<file path="src/rtl/wash_pkg.sv">
// Shared types for the wash sequencer: state encoding, load codes and the
// mapping from each phase to the timer expiry pulse that ends it.
package wash_pkg;

  localparam int unsigned WASH_LOAD_W   = 2;
  localparam int unsigned WASH_STATE_W  = 4;
  localparam int unsigned WASH_MAX_LOAD = 2;

  typedef enum logic [WASH_STATE_W-1:0] {
    ST_IDLE        = 4'd0,
    ST_FILL        = 4'd1,
    ST_WASH        = 4'd2,
    ST_DRAIN       = 4'd3,
    ST_RFILL       = 4'd4,
    ST_RINSE       = 4'd5,
    ST_DRAIN2      = 4'd6,
    ST_SPIN        = 4'd7,
    ST_COMPLETE    = 4'd8,
    ST_ABORT_DRAIN = 4'd9
  } state_e;

  typedef enum logic [WASH_LOAD_W-1:0] {
    LOAD_SMALL = 2'd0,
    LOAD_MED   = 2'd1,
    LOAD_LARGE = 2'd2
  } load_e;

  // Which timer expiry pulse terminates a given phase
  typedef enum logic [2:0] {
    PULSE_NONE = 3'd0,
    PULSE_D    = 3'd1,
    PULSE_F    = 3'd2,
    PULSE_R    = 3'd3,
    PULSE_S    = 3'd4,
    PULSE_W    = 3'd5
  } pulse_e;

  function automatic pulse_e phase_pulse(input state_e s);
    pulse_e p;
    p = PULSE_NONE;
    case (s)
      ST_FILL, ST_RFILL:                     p = PULSE_F;
      ST_WASH:                               p = PULSE_W;
      ST_RINSE:                              p = PULSE_R;
      ST_SPIN:                               p = PULSE_S;
      ST_DRAIN, ST_DRAIN2, ST_ABORT_DRAIN:   p = PULSE_D;
      default:                               p = PULSE_NONE;
    endcase
    return p;
  endfunction

endpackage

</file>
<file path="src/rtl/wash_act_decode.sv">
// Actuator decode: valves, motors, door lock and busy straight from the
// current state, no added latency.
module wash_act_decode
  import wash_pkg::*;
(
  input  state_e state,
  output logic   valve_in,
  output logic   valve_out,
  output logic   agitate,
  output logic   spin,
  output logic   door_lock,
  output logic   busy
);

  always_comb begin
    valve_in  = 1'b0;
    valve_out = 1'b0;
    agitate   = 1'b0;
    spin      = 1'b0;
    unique case (state)
      ST_FILL, ST_RFILL:                   valve_in  = 1'b1;
      ST_WASH, ST_RINSE:                   agitate   = 1'b1;
      ST_DRAIN, ST_DRAIN2, ST_ABORT_DRAIN: valve_out = 1'b1;
      ST_SPIN: begin
        valve_out = 1'b1;
        spin      = 1'b1;
      end
      default: ;
    endcase
    busy      = !((state == ST_IDLE) || (state == ST_COMPLETE));
    door_lock = busy;
  end

endmodule

</file>
<file path="src/rtl/wash_cycle_ctrl.sv">
// Washer master sequencer: steps the wash phases off phase-timer expiry pulses.
// Optional build macro EXTRA_RINSE_EN adds a second rinse pass.
module wash_cycle_ctrl
  import wash_pkg::*;
#(
  parameter int unsigned LOAD_W   = WASH_LOAD_W,
  parameter int unsigned STATE_W  = WASH_STATE_W,
  parameter int unsigned MAX_LOAD = WASH_MAX_LOAD
) (
  input  logic               clk,
  input  logic               reset,
  input  logic               start,
  input  logic               abort,
  input  logic               door_closed,
  input  logic [LOAD_W-1:0]  load_sel,
  input  logic               t_d,
  input  logic               t_f,
  input  logic               t_r,
  input  logic               t_s,
  input  logic               t_w,
  output logic               tmr_clear,
  output logic [LOAD_W-1:0]  tmr_load,
  output logic               valve_in,
  output logic               valve_out,
  output logic               agitate,
  output logic               spin,
  output logic               door_lock,
  output logic               busy,
  output logic               done,
  output logic               aborted,
  output logic [STATE_W-1:0] state_o
);

  state_e              state, state_nx, seq_next;
  logic                entry;
  logic [LOAD_W-1:0]   load_nx, load_clamp;
  logic                aborted_nx;
  logic                expired;
`ifdef EXTRA_RINSE_EN
  logic                rinse_pass, pass_nx;
`endif

  assign tmr_clear  = entry | (state == ST_IDLE) | (state == ST_COMPLETE);
  assign done       = (state == ST_COMPLETE);
  assign state_o    = STATE_W'(state);
  assign load_clamp = (load_sel > LOAD_W'(MAX_LOAD)) ? LOAD_W'(MAX_LOAD) : load_sel;

  // Expiry of the current phase; counts seen during a clear cycle are stale
  always_comb begin
    expired = 1'b0;
    unique case (phase_pulse(state))
      PULSE_D: expired = t_d;
      PULSE_F: expired = t_f;
      PULSE_R: expired = t_r;
      PULSE_S: expired = t_s;
      PULSE_W: expired = t_w;
      default: expired = 1'b0;
    endcase
    expired = expired & ~tmr_clear;
  end

  // Normal phase order
  always_comb begin
    seq_next = ST_IDLE;
    unique case (state)
      ST_FILL:   seq_next = ST_WASH;
      ST_WASH:   seq_next = ST_DRAIN;
      ST_DRAIN:  seq_next = ST_RFILL;
      ST_RFILL:  seq_next = ST_RINSE;
      ST_RINSE:  seq_next = ST_DRAIN2;
`ifdef EXTRA_RINSE_EN
      ST_DRAIN2: seq_next = rinse_pass ? ST_SPIN : ST_RFILL;
`else
      ST_DRAIN2: seq_next = ST_SPIN;
`endif
      ST_SPIN:   seq_next = ST_COMPLETE;
      default:   seq_next = ST_IDLE;
    endcase
  end

  always_comb begin
    state_nx   = state;
    load_nx    = tmr_load;
    aborted_nx = 1'b0;
`ifdef EXTRA_RINSE_EN
    pass_nx    = rinse_pass;
`endif
    unique case (state)
      ST_IDLE: begin
`ifdef EXTRA_RINSE_EN
        pass_nx = 1'b0;
`endif
        if (start && door_closed) begin
          state_nx = ST_FILL;
          load_nx  = load_clamp;
        end
      end
      ST_COMPLETE: state_nx = ST_IDLE;
      ST_ABORT_DRAIN: begin
        if (expired) begin
          state_nx   = ST_IDLE;
          aborted_nx = 1'b1;
        end
      end
      default: begin
        // Abort or open door outranks a same-cycle phase expiry
        if (abort || !door_closed) begin
          state_nx = ST_ABORT_DRAIN;
        end else if (expired) begin
          state_nx = seq_next;
`ifdef EXTRA_RINSE_EN
          if (state == ST_DRAIN2) pass_nx = ~rinse_pass;
`endif
        end
      end
    endcase
  end

  always_ff @(posedge clk) begin
    if (reset) begin
      state    <= ST_IDLE;
      entry    <= 1'b0;
      tmr_load <= LOAD_W'(LOAD_SMALL);
      aborted  <= 1'b0;
    end else begin
      state    <= state_nx;
      entry    <= (state_nx != state);
      tmr_load <= load_nx;
      aborted  <= aborted_nx;
    end
  end

`ifdef EXTRA_RINSE_EN
  always_ff @(posedge clk) begin
    if (reset) rinse_pass <= 1'b0;
    else       rinse_pass <= pass_nx;
  end
`endif

  wash_act_decode u_act (
    .state     (state),
    .valve_in  (valve_in),
    .valve_out (valve_out),
    .agitate   (agitate),
    .spin      (spin),
    .door_lock (door_lock),
    .busy      (busy)
  );

endmodule
</file>
<file path="config.mk">
export PLATFORM = sky130hd
export DESIGN_NAME = wash_cycle_ctrl
export DESIGN_NICKNAME = d
export VERILOG_FILES = /design/src/rtl/wash_pkg.sv /design/src/rtl/wash_act_decode.sv /design/src/rtl/wash_cycle_ctrl.sv
export SDC_FILE = /design/constraint.sdc
export NUM_CORES = 1
export LEC_CHECK = 0
export ABC_CLOCK_PERIOD_IN_PS = 2400
export CAP_MARGIN = 20
export CORE_MARGIN = 3
export CORE_UTILIZATION = 39
export DETAILED_ROUTE_END_ITERATION = 16
export GPL_TIMING_DRIVEN = 0
export PLACE_DENSITY = 0.76
export RECOVER_POWER = 100
export SLEW_MARGIN = 20
export SYNTH_ARGS = -nofsm -noshare
export SYNTH_HDL_FRONTEND = slang
export SYNTH_HIERARCHICAL = 1
export SYNTH_SLANG_ARGS = --single-unit
</file>
<file path="constraint.sdc">
create_clock -name clk -period 2.4 [get_ports clk]
set_clock_uncertainty 0.2 [all_clocks]
set_input_delay 0.48 -clock clk [delete_from_list [all_inputs] [get_ports clk]]
set_output_delay 0.48 -clock clk [all_outputs]
set_load 0.005 [all_outputs]
</file>
==> summary.md <==
| Metric | Value |
|---|---|
| Mux cell area share after synthesis | `roughly 6.7%` |
| Grt ovf | `0` |
| Vias in the first global route | `a little under 800` |
| CTS Buf Count | `3` |
| Top cells by instance count after synthesis | `nor2_1 (15), dfxtp_1 (11), a21oi_1 (8)` |
| Crit-path cells | `dlygate4sd2_1 > and4bb_2 > a221oi_4 > or2_0 > buf_2 > buf_4 > o31a_1 > nor2_2 > inv_2 > ha_4 > o32ai_2 > a32o_1` |
| H-tree Lvls | `1` |
| CP Max Fanout | `3` |
| Placer Congestion | `between 0.8 and 0.9` |
| Initial antenna violation count | `0` |
| Core Area | `about 1800 um^2` |
| Reg clk slew, reported paths | `70 ps` |
| CTS tree | `yes` |
| Required time worst endpoint | `about 2400 ps` |
| HPWL after DPL | `1380 um` |
| Failing checks | `negative setup slack` |
| Root Driver | `clkbuf_4` |
| ANT cells | `0` |
| Worst Tran Pin Value | `379 ps` |
| PwrDens | `about 350 nW/um^2` |
| Setup CP Type | `in2reg` |
| Fin crit period | `~2500 ps` |
| DIE AREA | `approximately 2600 um^2` |
| Average vias per placed instance | `roughly 5.4` |
| Cell taking the most area after synthesis | `dfxtp_1` |
| Final #Nets | `148` |
| 1st-pass router iterations | `4` |
| Fin. max-slew vios | `0` |
| Total power | `roughly 0.43 mW` |
| Slew headroom | `74.7%` |
| I/O pin cnt | `27` |
| Fraction of layout cells with a size suffix above 1 | `approximately 33%` |
| Wire per inst | `between 10 and 15 um` |
| Post-synth top area share | `about 28%` |
| Fin. Hold Viols | `0` |
| Post-synthesis compound-gate area fraction | `24.9%` |
| Number of synthesized flops with an enable pin | `0` |
| Post-synthesis register bit count | `11` |
| Die Ht | `between 50 and 60 um` |
| Initial Utilization | `a little over two fifths` |
| Buffers on Ports | `25` |
| Most common cell in the netlist | `nor2_1` |
| Ys Warns | `6` |
| Mapped Avg Cell Area | `between 8 and 9 um^2` |
| Cell Rows | `15` |
| Clock Sinks | `11` |
| Synthesis-to-finish area growth | `57.7%` |
| Post-synthesis simple-gate area fraction | `a little under a third` |
| Final setup viols | `2` |
| Global Route Usage Sum | `between 10% and 20%` |
| Synth Flop Type | `dfxtp_1` |
| Synth area leaders | `dfxtp_1 (28%), nor2_1 (7.2%), a21oi_1 (5.1%), ha_1 (4.8%), nand2b_1 (4.0%)` |
| Largest net degree at the start of global routing | `16` |
| Residual DRC | `0` |
| Logic gate share of total power | `roughly 26%` |
| Maximum clock insertion buffer count | `2` |
| Fmax | `approximately 400 MHz` |
| Status | `complete, but fails checks` |
| Worst vdd ir | `~0.32 mV` |
| Asr flop ratio synth | `0%` |
| Gate count of the mapped netlist | `93` |
| Crit share post-route | `103%` |
| Int Power | `0.321 mW` |
| Post-synthesis sequential area ratio | `roughly 28%` |
| Leak | `0.456 nW` |
| Die X | `50.8 um` |
| Synth Area in Adders | `roughly 4.8%` |
| Via Count | `~850` |
| Synth Net Count | `between 100 and 150` |
| CP max-delay cell | `o31a_1` |
| Startpoint Class | `input pin` |
| Synth Cell Area | `a little under 800 um^2` |
| Pre-CTS setup slack | `-746 ps` |
| Seq pwr share | `45.9%` |
| ANT nets after route | `0` |
| Clk Latency, worst-skew pair | `between 200 and 300 ps` |
| Main combinational cell family by area after synthesis | `simple AND/OR/NAND/NOR gates` |
| Largest stage delay on the critical path | `280 ps` |
| CP arrival | `2430 ps` |
| RSZ-0062 raised after global routing | `yes` |
| Routed wire length | `roughly 2000 um` |
| Max Cap Viol | `0` |
| Cell variety after synth | `41` |
| First-pass GRT wire length | `3430 um` |
| Endpoint class of the critical path | `flop` |
| Initial DRC Count | `15` |
| Clk network pwr share | `28.6%` |
| Fill count | `164` |
| Xor/xnor cell area share of the yosys netlist | `1.12%` |
| Switching share of power | `between 20% and 30%` |
| P_sw | `0.114 mW` |
| Final WS setup | `-73.6 ps` |
| HP Class | `reg2reg` |
-- per-stage QoR --
stage	cell area, um^2	instances	setup TNS [ps]	hold slack [ps]	utilization [%]
after floorplan	783	93	-155	262	-
after global placement	1060	143	-1900	257	59.1
after detailed placement	1060	143	-2050	267	59.1
after CTS	1220	156	-116	278	67.8
after global routing	1230	157	-476	303	68.5
final	1230	157	-101	273	68.5
-- logic make-up (layout without fill, tap and decap cells) --
group | count (synthesis) | count (layout)
adder cells (fa/ha/maj) | 3 | 3
buffers and inverters | 7 | 46
AND/OR/NAND/NOR | 42 | 42
XOR/XNOR | 1 | 1
multiplexers | 5 | 5
flip-flops | 11 | 11
AO/OA/AOI/OAI | 24 | 24
-- worst paths after layout --
path               startpoint           to  slack (ps)  cells after the start
hold / removal    tmr_load[0]  tmr_load[0]         270                      2
setup reg to reg         flop         flop         -70                     11
hold reg to reg   tmr_load[0]  tmr_load[0]         270                      2
setup / recovery          t_s         flop         -70                     12
-- layer usage --
| metal | part of all wire [%] | vias to the layer above | global-route usage [%] | routed length [um] |
|---|---|---|---|---|
| li1 | - | 417 | - | - |
| met1 | 41 | 404 | 19.1 | 803 |
| met2 | 52 | 25 | 32.4 | 1030 |
| met3 | 5.3 | 5 | 2.92 | 105 |
| met4 | 1.9 | 0 | 6.73 | 37 |
| met5 | 0 | - | 0 | 0 |
-- power groups by stage --
stage                     logic [mW]  registers, mW  clock network [mW]
after global routing           0.121          0.202               0.138
after CTS                      0.108          0.199               0.127
after floorplan               0.0501          0.202                   0
final                          0.111          0.199               0.124
after detailed placement      0.0936          0.204                   0
after global placement        0.0908          0.203                   0
-- worst max-delay path, delay by kind of cell --
family	cells	cell delay, ps
fa+ha+maj	1	260
simple gates	3	570
buf+inv	4	510
compound gates	4	610
-- layout by cell type (no fill, tap or decap), types with 2 or more instances in the layout --
cell and n:
mux2_4 2, buf_4 12, ha_4 2, clkbuf_4 3, o21a_1 2, nor3_2 2
dlygate4sd2_1 4, clkdlybuf4s15_1 2, nor2_1 14, nand2_1 4, nand2b_1 5, clkbuf_1 2
dfxtp_4 2, clkdlybuf4s50_1 17, a21oi_2 2, and2b_2 2, dfxtp_1 5, mux2i_1 3
a21oi_1 6, o31ai_1 2, dfxtp_2 4
-- cell type report --
class | count | area (um^2) | area share, %
tap | 25 | 31.3 | 2.53
clock buffer | 4 | 26.3 | 2.13
inverter | 2 | 7.51 | 0.608
timing repair buffer | 35 | 318 | 25.7
sequential | 11 | 233 | 18.8
multi-input combinational | 75 | 594 | 48.1
buffer | 5 | 25.0 | 2.03
-- what timing repair did --
| item | in CTS | in global routing |
|---|---|---|
| hold buffers | 0 | 0 |
| endpoints found under the hold margin | 0 | 0 |
| pin swaps | 12 | 8 |
| setup endpoints to repair | 9 | 6 |
| setup buffers | 9 | 1 |
| resized for setup | 29 | 3 |
| cloned | 0 | 0 |
(Power assumes the default switching activity.)
